[config.mk]
export PLATFORM = sky130hd
export DESIGN_NAME = tdc_run_ctrl_flat
export DESIGN_NICKNAME = d
export VERILOG_FILES = /design/src/rtl/tdc_run_ctrl_if.sv /design/src/rtl/tdc_run_ctrl.sv /design/src/flat_wrapper.sv
export SDC_FILE = /design/constraint.sdc
export NUM_CORES = 1
export LEC_CHECK = 0
export CORE_MARGIN = 2
export CORE_UTILIZATION = 52
export CTS_CLUSTER_DIAMETER = 100
export DETAILED_ROUTE_END_ITERATION = 8
export MAX_ROUTING_LAYER = met4
export PLACE_DENSITY = 0.71
export SLEW_MARGIN = 30
export SYNTH_ARGS = -nofsm -noshare
export SYNTH_HDL_FRONTEND = slang
export SYNTH_SLANG_ARGS = --single-unit
[constraint.sdc]
create_clock -name iClk -period 5.15 [get_ports iClk]
set_input_delay 1.03 -clock iClk [delete_from_list [all_inputs] [get_ports iClk]]
set_output_delay 1.03 -clock iClk [all_outputs]
set_load 0.1 [all_outputs]
[src/rtl/tdc_run_ctrl_if.sv]
// Result stream from the TDC run controller to its consumer.
// The FIFO head is presented first-word-fall-through with a valid/ready handshake.
interface tdc_run_ctrl_if #(
  parameter int unsigned OUT_W = 32
) ();
  logic [OUT_W-1:0] oData;
  logic             oValid;
  logic             iReady;

  modport master (
    output oData,
    output oValid,
    input  iReady
  );

  modport slave (
    input  oData,
    input  oValid,
    output iReady
  );
endinterface

[src/rtl/tdc_run_ctrl.sv]
// Measurement sequencer for the TDC core: arms the core, gates hits, times out stuck
// measurements and buffers completed timestamps in a FIFO for the downstream stream.
module tdc_run_ctrl #(
  parameter int unsigned OUT_W       = 32,
  parameter int unsigned FIFO_AW     = 4,
  parameter int unsigned ARM_CYC     = 4,
  parameter int unsigned TIMEOUT_CYC = 1024
) (
  input  logic              iClk,
  input  logic              iRst,
  input  logic              iStartRun,
  input  logic              iStopRun,
  input  logic [15:0]       iNumMeas,
  input  logic              iHitIn,
  output logic              oHit,
  output logic              oTdcRst,
  input  logic              iTdcDone,
  input  logic [OUT_W-1:0]  iTdcData,
  tdc_run_ctrl_if.master    stream,
  output logic              oBusy,
  output logic              oRunDone,
  output logic [15:0]       oMeasCnt,
  output logic [15:0]       oTimeoutCnt,
  output logic              oOverflow
);

  localparam int unsigned Depth = 2 ** FIFO_AW;
  localparam int unsigned ArmW  = $clog2(ARM_CYC);
  localparam int unsigned TmoW  = $clog2(TIMEOUT_CYC + 1);

  localparam logic [ArmW-1:0] ArmLoad = ArmW'(ARM_CYC - 1);
  localparam logic [TmoW-1:0] TmoLoad = TmoW'(TIMEOUT_CYC - 1);

  typedef enum logic [1:0] {StIdle, StArm, StWait} state_e;

  state_e            state_q, state_d;
  logic [ArmW-1:0]   arm_cnt_q, arm_cnt_d;
  logic [TmoW-1:0]   tmo_cnt_q, tmo_cnt_d;
  logic [15:0]       num_meas_q, num_meas_d;
  logic [15:0]       meas_cnt_q, meas_cnt_d;
  logic [15:0]       timeout_cnt_q, timeout_cnt_d;
  logic              overflow_q, overflow_d;
  logic              run_done_q, run_done_d;
  logic              tdc_rst_q, tdc_rst_d;
  logic              busy_q, busy_d;
  logic              hit_en_q, hit_en_d;

  logic [FIFO_AW:0]  wr_ptr_q, wr_ptr_d;
  logic [FIFO_AW:0]  rd_ptr_q, rd_ptr_d;
  logic [OUT_W-1:0]  mem_q [Depth];

  logic              fifo_empty, fifo_full;
  logic              pop, push, wr_en;
  logic              meas_end;
  logic [15:0]       meas_inc;

  // Pointers carry one extra wrap bit so full and empty can be told apart.
  assign fifo_empty = (wr_ptr_q == rd_ptr_q);
  assign fifo_full  = (wr_ptr_q == {~rd_ptr_q[FIFO_AW], rd_ptr_q[FIFO_AW-1:0]});
  assign pop        = ~fifo_empty & stream.iReady;
  assign wr_en      = push & (~fifo_full | pop);
  assign meas_inc   = meas_cnt_q + 16'd1;

  always_comb begin
    state_d       = state_q;
    arm_cnt_d     = arm_cnt_q;
    tmo_cnt_d     = tmo_cnt_q;
    num_meas_d    = num_meas_q;
    meas_cnt_d    = meas_cnt_q;
    timeout_cnt_d = timeout_cnt_q;
    overflow_d    = overflow_q;
    push          = 1'b0;
    meas_end      = 1'b0;

    unique case (state_q)
      StIdle: begin
        if (iStartRun && !iStopRun) begin
          num_meas_d = iNumMeas;
          meas_cnt_d = '0;
          overflow_d = 1'b0;
          arm_cnt_d  = ArmLoad;
          state_d    = StArm;
        end
      end
      StArm: begin
        if (iStopRun) begin
          state_d = StIdle;
        end else if (arm_cnt_q == '0) begin
          tmo_cnt_d = TmoLoad;
          state_d   = StWait;
        end else begin
          arm_cnt_d = arm_cnt_q - ArmW'(1);
        end
      end
      StWait: begin
        meas_end = iTdcDone || (tmo_cnt_q == '0);
        // A done arriving on the expiry cycle wins over the timeout.
        if (iTdcDone) begin
          push = 1'b1;
          if (fifo_full && !pop) begin
            overflow_d = 1'b1;
          end
        end else if (tmo_cnt_q == '0) begin
          if (timeout_cnt_q != 16'hFFFF) begin
            timeout_cnt_d = timeout_cnt_q + 16'd1;
          end
        end else begin
          tmo_cnt_d = tmo_cnt_q - TmoW'(1);
        end

        if (meas_end) begin
          meas_cnt_d = meas_inc;
          if (iStopRun || ((num_meas_q != '0) && (meas_inc == num_meas_q))) begin
            state_d = StIdle;
          end else begin
            arm_cnt_d = ArmLoad;
            state_d   = StArm;
          end
        end else if (iStopRun) begin
          state_d = StIdle;
        end
      end
      default: state_d = StIdle;
    endcase

    run_done_d = (state_q != StIdle) && (state_d == StIdle);
    tdc_rst_d  = (state_d != StWait);
    busy_d     = (state_d != StIdle);
    hit_en_d   = (state_d == StWait);
  end

  always_comb begin
    wr_ptr_d = wr_ptr_q;
    rd_ptr_d = rd_ptr_q;
    if (wr_en) begin
      wr_ptr_d = wr_ptr_q + (FIFO_AW + 1)'(1);
    end
    if (pop) begin
      rd_ptr_d = rd_ptr_q + (FIFO_AW + 1)'(1);
    end
  end

  always_ff @(posedge iClk or posedge iRst) begin
    if (iRst) begin
      state_q       <= StIdle;
      arm_cnt_q     <= '0;
      tmo_cnt_q     <= '0;
      num_meas_q    <= '0;
      meas_cnt_q    <= '0;
      timeout_cnt_q <= '0;
      overflow_q    <= 1'b0;
      run_done_q    <= 1'b0;
      tdc_rst_q     <= 1'b1;
      busy_q        <= 1'b0;
      hit_en_q      <= 1'b0;
      wr_ptr_q      <= '0;
      rd_ptr_q      <= '0;
    end else begin
      state_q       <= state_d;
      arm_cnt_q     <= arm_cnt_d;
      tmo_cnt_q     <= tmo_cnt_d;
      num_meas_q    <= num_meas_d;
      meas_cnt_q    <= meas_cnt_d;
      timeout_cnt_q <= timeout_cnt_d;
      overflow_q    <= overflow_d;
      run_done_q    <= run_done_d;
      tdc_rst_q     <= tdc_rst_d;
      busy_q        <= busy_d;
      hit_en_q      <= hit_en_d;
      wr_ptr_q      <= wr_ptr_d;
      rd_ptr_q      <= rd_ptr_d;
    end
  end

  // Storage needs no reset; the head is masked to zero whenever the FIFO is empty.
  always_ff @(posedge iClk) begin
    if (wr_en) begin
      mem_q[wr_ptr_q[FIFO_AW-1:0]] <= iTdcData;
    end
  end

  assign stream.oValid = ~fifo_empty;
  assign stream.oData  = fifo_empty ? '0 : mem_q[rd_ptr_q[FIFO_AW-1:0]];

  assign oHit        = iHitIn & hit_en_q;
  assign oTdcRst     = tdc_rst_q;
  assign oBusy       = busy_q;
  assign oRunDone    = run_done_q;
  assign oMeasCnt    = meas_cnt_q;
  assign oTimeoutCnt = timeout_cnt_q;
  assign oOverflow   = overflow_q;

endmodule

[src/flat_wrapper.sv]
// flat-port wrapper written by rule: the top's interface ports become plain ports
module tdc_run_ctrl_flat 
#(
  parameter int unsigned OUT_W       = 32,
  parameter int unsigned FIFO_AW     = 4,
  parameter int unsigned ARM_CYC     = 4,
  parameter int unsigned TIMEOUT_CYC = 1024
)
  (iClk, iRst, iStartRun, iStopRun, iNumMeas, iHitIn, oHit, oTdcRst, iTdcDone, iTdcData, oBusy, oRunDone, oMeasCnt, oTimeoutCnt, oOverflow, stream_oData, stream_oValid, stream_iReady);
  tdc_run_ctrl_if #(.OUT_W(OUT_W)) stream_i ();
  input  logic iClk;
  input  logic iRst;
  input  logic iStartRun;
  input  logic iStopRun;
  input  logic [15:0] iNumMeas;
  input  logic iHitIn;
  output logic oHit;
  output logic oTdcRst;
  input  logic iTdcDone;
  input  logic [OUT_W-1:0] iTdcData;
  output logic oBusy;
  output logic oRunDone;
  output logic [15:0] oMeasCnt;
  output logic [15:0] oTimeoutCnt;
  output logic oOverflow;
  output wire logic [$bits(stream_i.oData)-1:0] stream_oData;
  output wire logic [$bits(stream_i.oValid)-1:0] stream_oValid;
  input wire logic [$bits(stream_i.iReady)-1:0] stream_iReady;
  assign stream_oData = stream_i.oData;
  assign stream_oValid = stream_i.oValid;
  assign stream_i.iReady = stream_iReady;
  tdc_run_ctrl #(.OUT_W(OUT_W), .FIFO_AW(FIFO_AW), .ARM_CYC(ARM_CYC), .TIMEOUT_CYC(TIMEOUT_CYC)) u_core (.iClk(iClk), .iRst(iRst), .iStartRun(iStartRun), .iStopRun(iStopRun), .iNumMeas(iNumMeas), .iHitIn(iHitIn), .oHit(oHit), .oTdcRst(oTdcRst), .iTdcDone(iTdcDone), .iTdcData(iTdcData), .stream(stream_i), .oBusy(oBusy), .oRunDone(oRunDone), .oMeasCnt(oMeasCnt), .oTimeoutCnt(oTimeoutCnt), .oOverflow(oOverflow));
endmodule
==> flow_metrics.env, run 1 <==
export IMPL_grt_pass1_wl_mm=74.7
export IMPL_yosysWarnings=0
export IMPL_synthesis_nets=1257
export IMPL_grtUsageMet1_pct=30.1
export IMPL_netSwitchingPower_mw=5.55
export IMPL_rsz0062_at_grt="false"
export IMPL_final_cell_mix="edfxtp_1 (512), mux4_2 (160), clkdlybuf4s50_1 (92)"
export IMPL_tns_ns=0
export IMPL_use_met3_pct=4.01
export IMPL_grt_pass1_vias=12200
export IMPL_min_from="u_core.wr_ptr_q[4]$_DFFE_PP0P_"
export IMPL_startpoint="u_core.rd_ptr_q[0]$_DFFE_PP0P_"
export IMPL_synth_edf_count=512
export IMPL_dp_hpwl_mm=29.1
export IMPL_area_delta_synth_final_pct=17.5
export IMPL_end_kind="primary output"
export IMPL_drt_iter0_drc=1170
export IMPL_avgSynthCellArea_um2=19.8
export IMPL_critPathBufInv=2
export IMPL_hold_depth=1
export IMPL_p_sw_share_pct=36.3
export IMPL_num_rows=78
export IMPL_io_buffers=124
export IMPL_hold_buffers=0
export IMPL_crit_fanout=38
export IMPL_cpPeakStageDelay_ns=0.97
export IMPL_critical_path_depth=5
export IMPL_htree_levels=2
export IMPL_ir_drop_mv=0.521
export IMPL_root_buffer="clkbuf_16"
export IMPL_fin_hold_ws_ns=0.490
export IMPL_p_comb_share_pct=36.0
export IMPL_fill_cells=3150
export IMPL_critical_path_class="flip-flop to primary output"
export IMPL_synthCells=1193
export IMPL_dieArea_um2=47200
export IMPL_hold_path_class="flip-flop to flip-flop"
export IMPL_ys_async_sr_fraction_pct=13.2
export IMPL_fin_crit_sh_pct=86.1
export IMPL_gr_usage_met2_pct=33.9
export IMPL_final_common_cell="edfxtp_1"
export IMPL_synth_cell_types=55
export IMPL_num_io_pins=125
export IMPL_clock_latency_ns=0.63
export IMPL_path_cells="buf_4 > mux4_2 > mux4_2 > nor2b_1 > buf_4"
export IMPL_r2r_start="u_core.rd_ptr_q[0]$_DFFE_PP0P_"
export IMPL_drtPass1Iterations=5
export IMPL_fmax_mhz=226
export IMPL_finalSetupViolCount=0
export IMPL_r2r_cells=7
export IMPL_p_leak_nw=9.17
export IMPL_layout_nets=1421
export IMPL_core_region_area_um2=45200
export IMPL_seq_area_frac_synth_pct=73.2
export IMPL_cts_buffers=59
export IMPL_start_util_pct=52.4
export IMPL_ys_flop_type="edfxtp_1"
export IMPL_cap_violations=0
export IMPL_ys_seq_elements=590
export IMPL_routabilityCongestion=0.902
export IMPL_worstMarginPinSlew_ns=1.02
export IMPL_p_seq_share_pct=36.1
export IMPL_synth_area_um2=23700
export IMPL_clkPwrFrac_pct=27.9
export IMPL_post_cts_resized=0
export IMPL_fp_dieH_um=217
export IMPL_period_needed_ns=4.43
export IMPL_finalClockSkew_ns=0.0255
export IMPL_cp_arrival_ns=3.40
export IMPL_slew_headroom_pct=31.5
export IMPL_cts_tree="built"
export IMPL_avgViaCountPerCell=5.94
export IMPL_top_usage_layer="met2"
export IMPL_path_delay_family="multiplexers"
export IMPL_gr_total_overflow=0
export IMPL_cp_slowest_cell="dfrtp_4"
export IMPL_ant_nets=0
export IMPL_clockBufferDepth=3
export IMPL_power_density_nw_per_um2=550
export IMPL_grt_usage_pct=21.9
export IMPL_drc=0
export IMPL_hold_violations=0
export IMPL_avgRoutedWirePerCell_um=24.2
export IMPL_cts_setup_buffers=0
export IMPL_multiInputGateArea_um2=6190
export IMPL_status="complete, no violations"
export IMPL_slew_viol_final=0
export IMPL_vias=11900
export IMPL_die_x_um=217
export IMPL_seqCellArea_um2=17300
export IMPL_required_ns=4.12
export IMPL_final_area_um2=27800
export IMPL_drt_total_wl_mm=48.6
export IMPL_p_int_mw=9.74
export IMPL_clock_sinks=590
export IMPL_antenna_found_initial=2
export IMPL_grt_max_degree=61
export IMPL_placed_cell_area_um2=25900
export IMPL_cp_start_kind="flip-flop"
export IMPL_drive_above_1_share_pct=26.5
export IMPL_clk_pin_slew_ns=0.06
==> cell usage after synthesis, types with 3 or more instances <==
| master | n | area, um^2 |
|---|---|---|
| nor3_1 | 12 | 60.1 |
| xor2_1 | 15 | 131 |
| a31oi_1 | 6 | 37.5 |
| nand3b_1 | 7 | 52.6 |
| mux2_2 | 20 | 225 |
| and4_1 | 3 | 26.3 |
| and3_1 | 8 | 50.1 |
| a21oi_1 | 11 | 55.1 |
| nand2b_1 | 9 | 56.3 |
| and2_1 | 4 | 25.0 |
| ha_1 | 9 | 113 |
| edfxtp_1 | 512 | 15400 |
| inv_1 | 15 | 56.3 |
| nor4_1 | 9 | 56.3 |
| nor2b_1 | 39 | 244 |
| xnor2_1 | 36 | 315 |
| dfrtp_1 | 77 | 1930 |
| buf_1 | 13 | 48.8 |
| nand3_1 | 9 | 45.0 |
| o21ai_0 | 34 | 170 |
| mux4_2 | 160 | 3600 |
| nor2_1 | 38 | 143 |
| clkbuf_1 | 46 | 173 |
| o31ai_1 | 4 | 30.0 |
| nand2_1 | 45 | 169 |
| nand4_1 | 14 | 87.6 |
==> final timing paths <==
kind / slack, ns / to
worst max-delay path: 0.72 / stream_oData[17]
worst min-delay path: 0.49 / u_core.wr_ptr_q[4]$_DFFE_PP0P_
worst max register to register: 1.44 / u_core.mem_q[10][30]$_DFFE_PP_
worst min register to register: 0.49 / u_core.wr_ptr_q[4]$_DFFE_PP0P_
max in group asynchronous: 3.43 / u_core.oTdcRst$_DFF_PP1_
min in group asynchronous: 0.88 / u_core.oTimeoutCnt[8]$_DFFE_PP0P_
==> kinds of logic (layout without fill, tap and decap cells) <==
family                     after synthesis  count (layout)  synth area share (%)
muxes                                  181             181                  16.2
adders and majority gates               10              10                 0.518
AOI/OAI and AO/OA                       71              71                  1.88
DFF                                    590             590                  73.2
and+or+nand+nor                        215             215                  5.09
buffers and inverters                   75             287                  1.19
xor gates and xnor gates                51              51                  1.89
other                                    0               2                     0
==> sequential cells by signal (all words and copies together), names as in the netlist <==
signal	flops
u_core.oOverflow	1
u_core.rd_ptr_q	5
u_core.hit_en_q	1
u_core.oTimeoutCnt	16
u_core.num_meas_q	16
u_core.oTdcRst	1
u_core.wr_ptr_q	5
u_core.oBusy	1
u_core.tmo_cnt_q	11
u_core.state_q	2
u_core.oRunDone	1
u_core.oMeasCnt	16
u_core.arm_cnt_q	2
u_core.mem_q	512
==> metal layers <==
layer  wire length [um]  vias to the layer above
met5                  0                        -
met4               1120                        0
met3               3160                       78
met2              23700                      390
met1              20700                     6284
li1                   -                     5167
==> power by group through the flow <==
stage                     clock network, mW  logic (mW)  registers (mW)
after floorplan                           0        4.34            5.43
after global placement                    0        5.54            5.62
after detailed placement                  0        5.54            5.62
after CTS                              4.33        5.58            5.52
after global routing                   4.51        5.75            5.55
final                                  4.26        5.51            5.52
==> cell type report <==
type	count	share of cell area, %
Multi-Input combinational cell	528	22.2
Tap cell	600	2.70
Sequential cell	590	62.3
Inverter	15	0.211
Clock inverter	39	1.51
Clock buffer	70	5.49
Antenna cell	2	0.0180
Timing Repair Buffer	163	5.50
==> stage by stage <==
stage	utilization (%)	std cells	setup slack [ns]	total power, mW
5_1_grt	61.6	2007	0.538	15.8
3_5_place_dp	57.2	1896	1.19	11.2
2_1_floorplan	-	1193	0.863	9.77
4_1_cts	61.5	2005	0.622	15.4
3_3_place_gp	57.2	1896	1.25	11.2
6_report	61.6	2007	0.718	15.3
==> worst register-to-register path, stage by stage, from the launching register on <==
cell and delay, ns:
dfrtp_4 0.97, xnor2_1 0.14, nand4_1 0.21, nor3_1 0.10, nor2_1 0.49, nand2_1 0.37, nor2_4 0.74, buf_4 0.39
Power figures use the tool's default switching activity.
==> inputs of run 2 (changes only) <==
--- a/config.mk
+++ b/config.mk
@@ -11,7 +11,6 @@
 export DETAILED_ROUTE_END_ITERATION = 8
 export MAX_ROUTING_LAYER = met4
 export PLACE_DENSITY = 0.71
-export SLEW_MARGIN = 30
 export SYNTH_ARGS = -nofsm -noshare
 export SYNTH_HDL_FRONTEND = slang
 export SYNTH_SLANG_ARGS = --single-unit
==> run 2 against run 1 <==
Against the previous run:
- design area is essentially flat
- combinational power is essentially flat
- hold slack is essentially flat
- largest power group is now combinational logic
- total power is essentially flat
- critical path type unchanged
- critical path depth is the same
- critical endpoint is now stream_oData[6]
- sequential share of layout area is essentially flat
- largest cell class unchanged
==> flow_metrics.env, run 2 (synthesis gave the netlist of run 1 again) <==
export IMPL_status="complete, no violations"
export IMPL_gr_total_overflow=0
export IMPL_dieArea_um2=47200
export IMPL_gr_usage_met2_pct=33.9
export IMPL_path_cells="buf_12 > mux4_2 > mux4_2 > nor2b_1 > buf_4"
export IMPL_r2r_slack_ns=1.46
export IMPL_ir_drop_mv=0.522
export IMPL_slew_viol_final=0
export IMPL_top_usage_layer="met2"
export IMPL_critical_path_class="flip-flop to primary output"
export IMPL_grt_max_degree=61
export IMPL_crit_fanout=38
export IMPL_drtPass1Iterations=5
export IMPL_drive_above_1_share_pct=26.4
export IMPL_crit_top_cell="mux4_2"
export IMPL_drc=0
export IMPL_hold_buffers=0
export IMPL_drt_iter0_drc=1198
export IMPL_cts_tree="built"
export IMPL_rsz0062_at_grt="false"
export IMPL_min_from="u_core.wr_ptr_q[4]$_DFFE_PP0P_"
export IMPL_ant_nets=0
export IMPL_grt_pass1_vias=12200
export IMPL_final_core_util_pct=61.5
export IMPL_clockBufferDepth=3
export IMPL_num_io_pins=125
export IMPL_clock_sinks=590
export IMPL_worstMarginPinSlew_ns=1.04
export IMPL_core_region_area_um2=45200
export IMPL_largest_reg_flops=512
export IMPL_grtUsageMet1_pct=30.1
export IMPL_power_density_nw_per_um2=550
export IMPL_final_common_cell="edfxtp_1"
export IMPL_cts_buffers=59
export IMPL_worstHoldEndpoint="u_core.wr_ptr_q[4]$_DFFE_PP0P_"
export IMPL_end_kind="primary output"
export IMPL_post_cts_resized=0
export IMPL_hold_violations=0
export IMPL_start_util_pct=52.4
export IMPL_final_area_um2=27800
export IMPL_drt_total_wl_mm=48.6
export IMPL_r2r_cells=7
export IMPL_cpPeakStageDelay_ns=0.97
export IMPL_dp_hpwl_mm=29.1
export IMPL_worstReg2RegEnd="u_core.mem_q[10][30]$_DFFE_PP_"
export IMPL_r2r_start="u_core.rd_ptr_q[0]$_DFFE_PP0P_"
export IMPL_avgRoutedWirePerCell_um=24.2
export IMPL_clk_pin_slew_ns=0.06
export IMPL_cp_start_kind="flip-flop"
export IMPL_use_met3_pct=4.01
export IMPL_clock_latency_ns=0.63
export IMPL_period_needed_ns=4.44
export IMPL_placed_cell_area_um2=25900
export IMPL_cap_violations=0
export IMPL_fin_crit_sh_pct=86.1
export IMPL_grt_usage_pct=21.9
export IMPL_finalClockSkew_ns=0.0259
export IMPL_required_ns=4.12
export IMPL_fin_ws_ns=0.713
export IMPL_fmax_mhz=225
export IMPL_antenna_found_initial=2
export IMPL_io_buffers=124
export IMPL_slew_headroom_pct=30.1
export IMPL_area_delta_synth_final_pct=17.5
export IMPL_grt_pass1_wl_mm=74.7
export IMPL_avgViaCountPerCell=5.92
export IMPL_finalSetupViolCount=0
export IMPL_cp_arrival_ns=3.41
export IMPL_cp_slowest_cell="dfrtp_4"
export IMPL_tns_ns=0
export IMPL_hold_path_class="flip-flop to flip-flop"
export IMPL_dp_slack_ns=1.19
export IMPL_hold_depth=1
export IMPL_num_rows=78
export IMPL_routabilityCongestion=0.902
export IMPL_htree_levels=2
export IMPL_die_x_um=217
export IMPL_p_leak_nw=9.17
export IMPL_root_buffer="clkbuf_16"
export IMPL_fp_dieH_um=217
export IMPL_vias=11900
export IMPL_layout_nets=1421
export IMPL_final_cell_mix="edfxtp_1 (512), mux4_2 (160), clkdlybuf4s50_1 (92)"
export IMPL_cts_setup_buffers=0
run 2: cell count changes in the layout (fill, tap and decap cells not counted):
| cell | previous run | this run |
|---|---|---|
| clkinv_2 | 10 | 11 |
| inv_4 | 1 | 0 |
| nor4b_1 | 0 | 1 |
| nor4b_2 | 2 | 1 |
run 2: worst max path at each step:
stage / from / end / slack [ns]
after floorplan: stream_iReady / u_core.mem_q[3][0]$_DFFE_PP_ / 0.86
after global placement: stream_iReady / u_core.mem_q[10][3]$_DFFE_PP_ / 1.25
after detailed placement: stream_iReady / u_core.mem_q[10][3]$_DFFE_PP_ / 1.19
after CTS: u_core.rd_ptr_q[0]$_DFFE_PP0P_ / stream_oData[21] / 0.62
after global routing: u_core.rd_ptr_q[0]$_DFFE_PP0P_ / stream_oData[17] / 0.54
final: u_core.rd_ptr_q[0]$_DFFE_PP0P_ / stream_oData[6] / 0.71
run 2: layout make-up:
class / count / area [um^2]
timing repair buffer: 163 / 1530
inverter: 15 / 57.6
antenna: 2 / 5.00
tap: 600 / 751
sequential: 590 / 17300
clock inverter: 39 / 420
multi-input combinational: 528 / 6180
clock buffer: 70 / 1530
fill: 3151 / 17400
run 2: power by group:
part           internal (mW)  leakage [nW]  switching (mW)
sequential              5.28          5.57           0.239
combinational           1.99          2.66            3.52
clock                   2.47         0.938            1.79
total                   9.74          9.17            5.55
run 2: through the flow:
| step | power [mW] | cells | hold slack (ns) |
|---|---|---|---|
| after floorplan | 9.77 | 1193 | 0.462 |
| after global placement | 11.2 | 1896 | 0.473 |
| after detailed placement | 11.2 | 1896 | 0.483 |
| after CTS | 15.4 | 2005 | 0.491 |
| after global routing | 15.8 | 2007 | 0.517 |
| final | 15.3 | 2007 | 0.491 |
run 2: critical path, delay by kind of cell, from the launching register on:
family	cells	cell delay, ns
buf+inv	2	0.55
simple gates	1	0.16
flops	1	0.97
mux	2	1.09
run 2: per-layer routing:
layer / wire length (um) / up-vias / part of all wire, %
li1: - / 5168 / -
met1: 20800 / 6249 / 43
met2: 23700 / 381 / 49
met3: 3090 / 75 / 6.4
met4: 1090 / 0 / 2.2
met5: 0 / - / 0
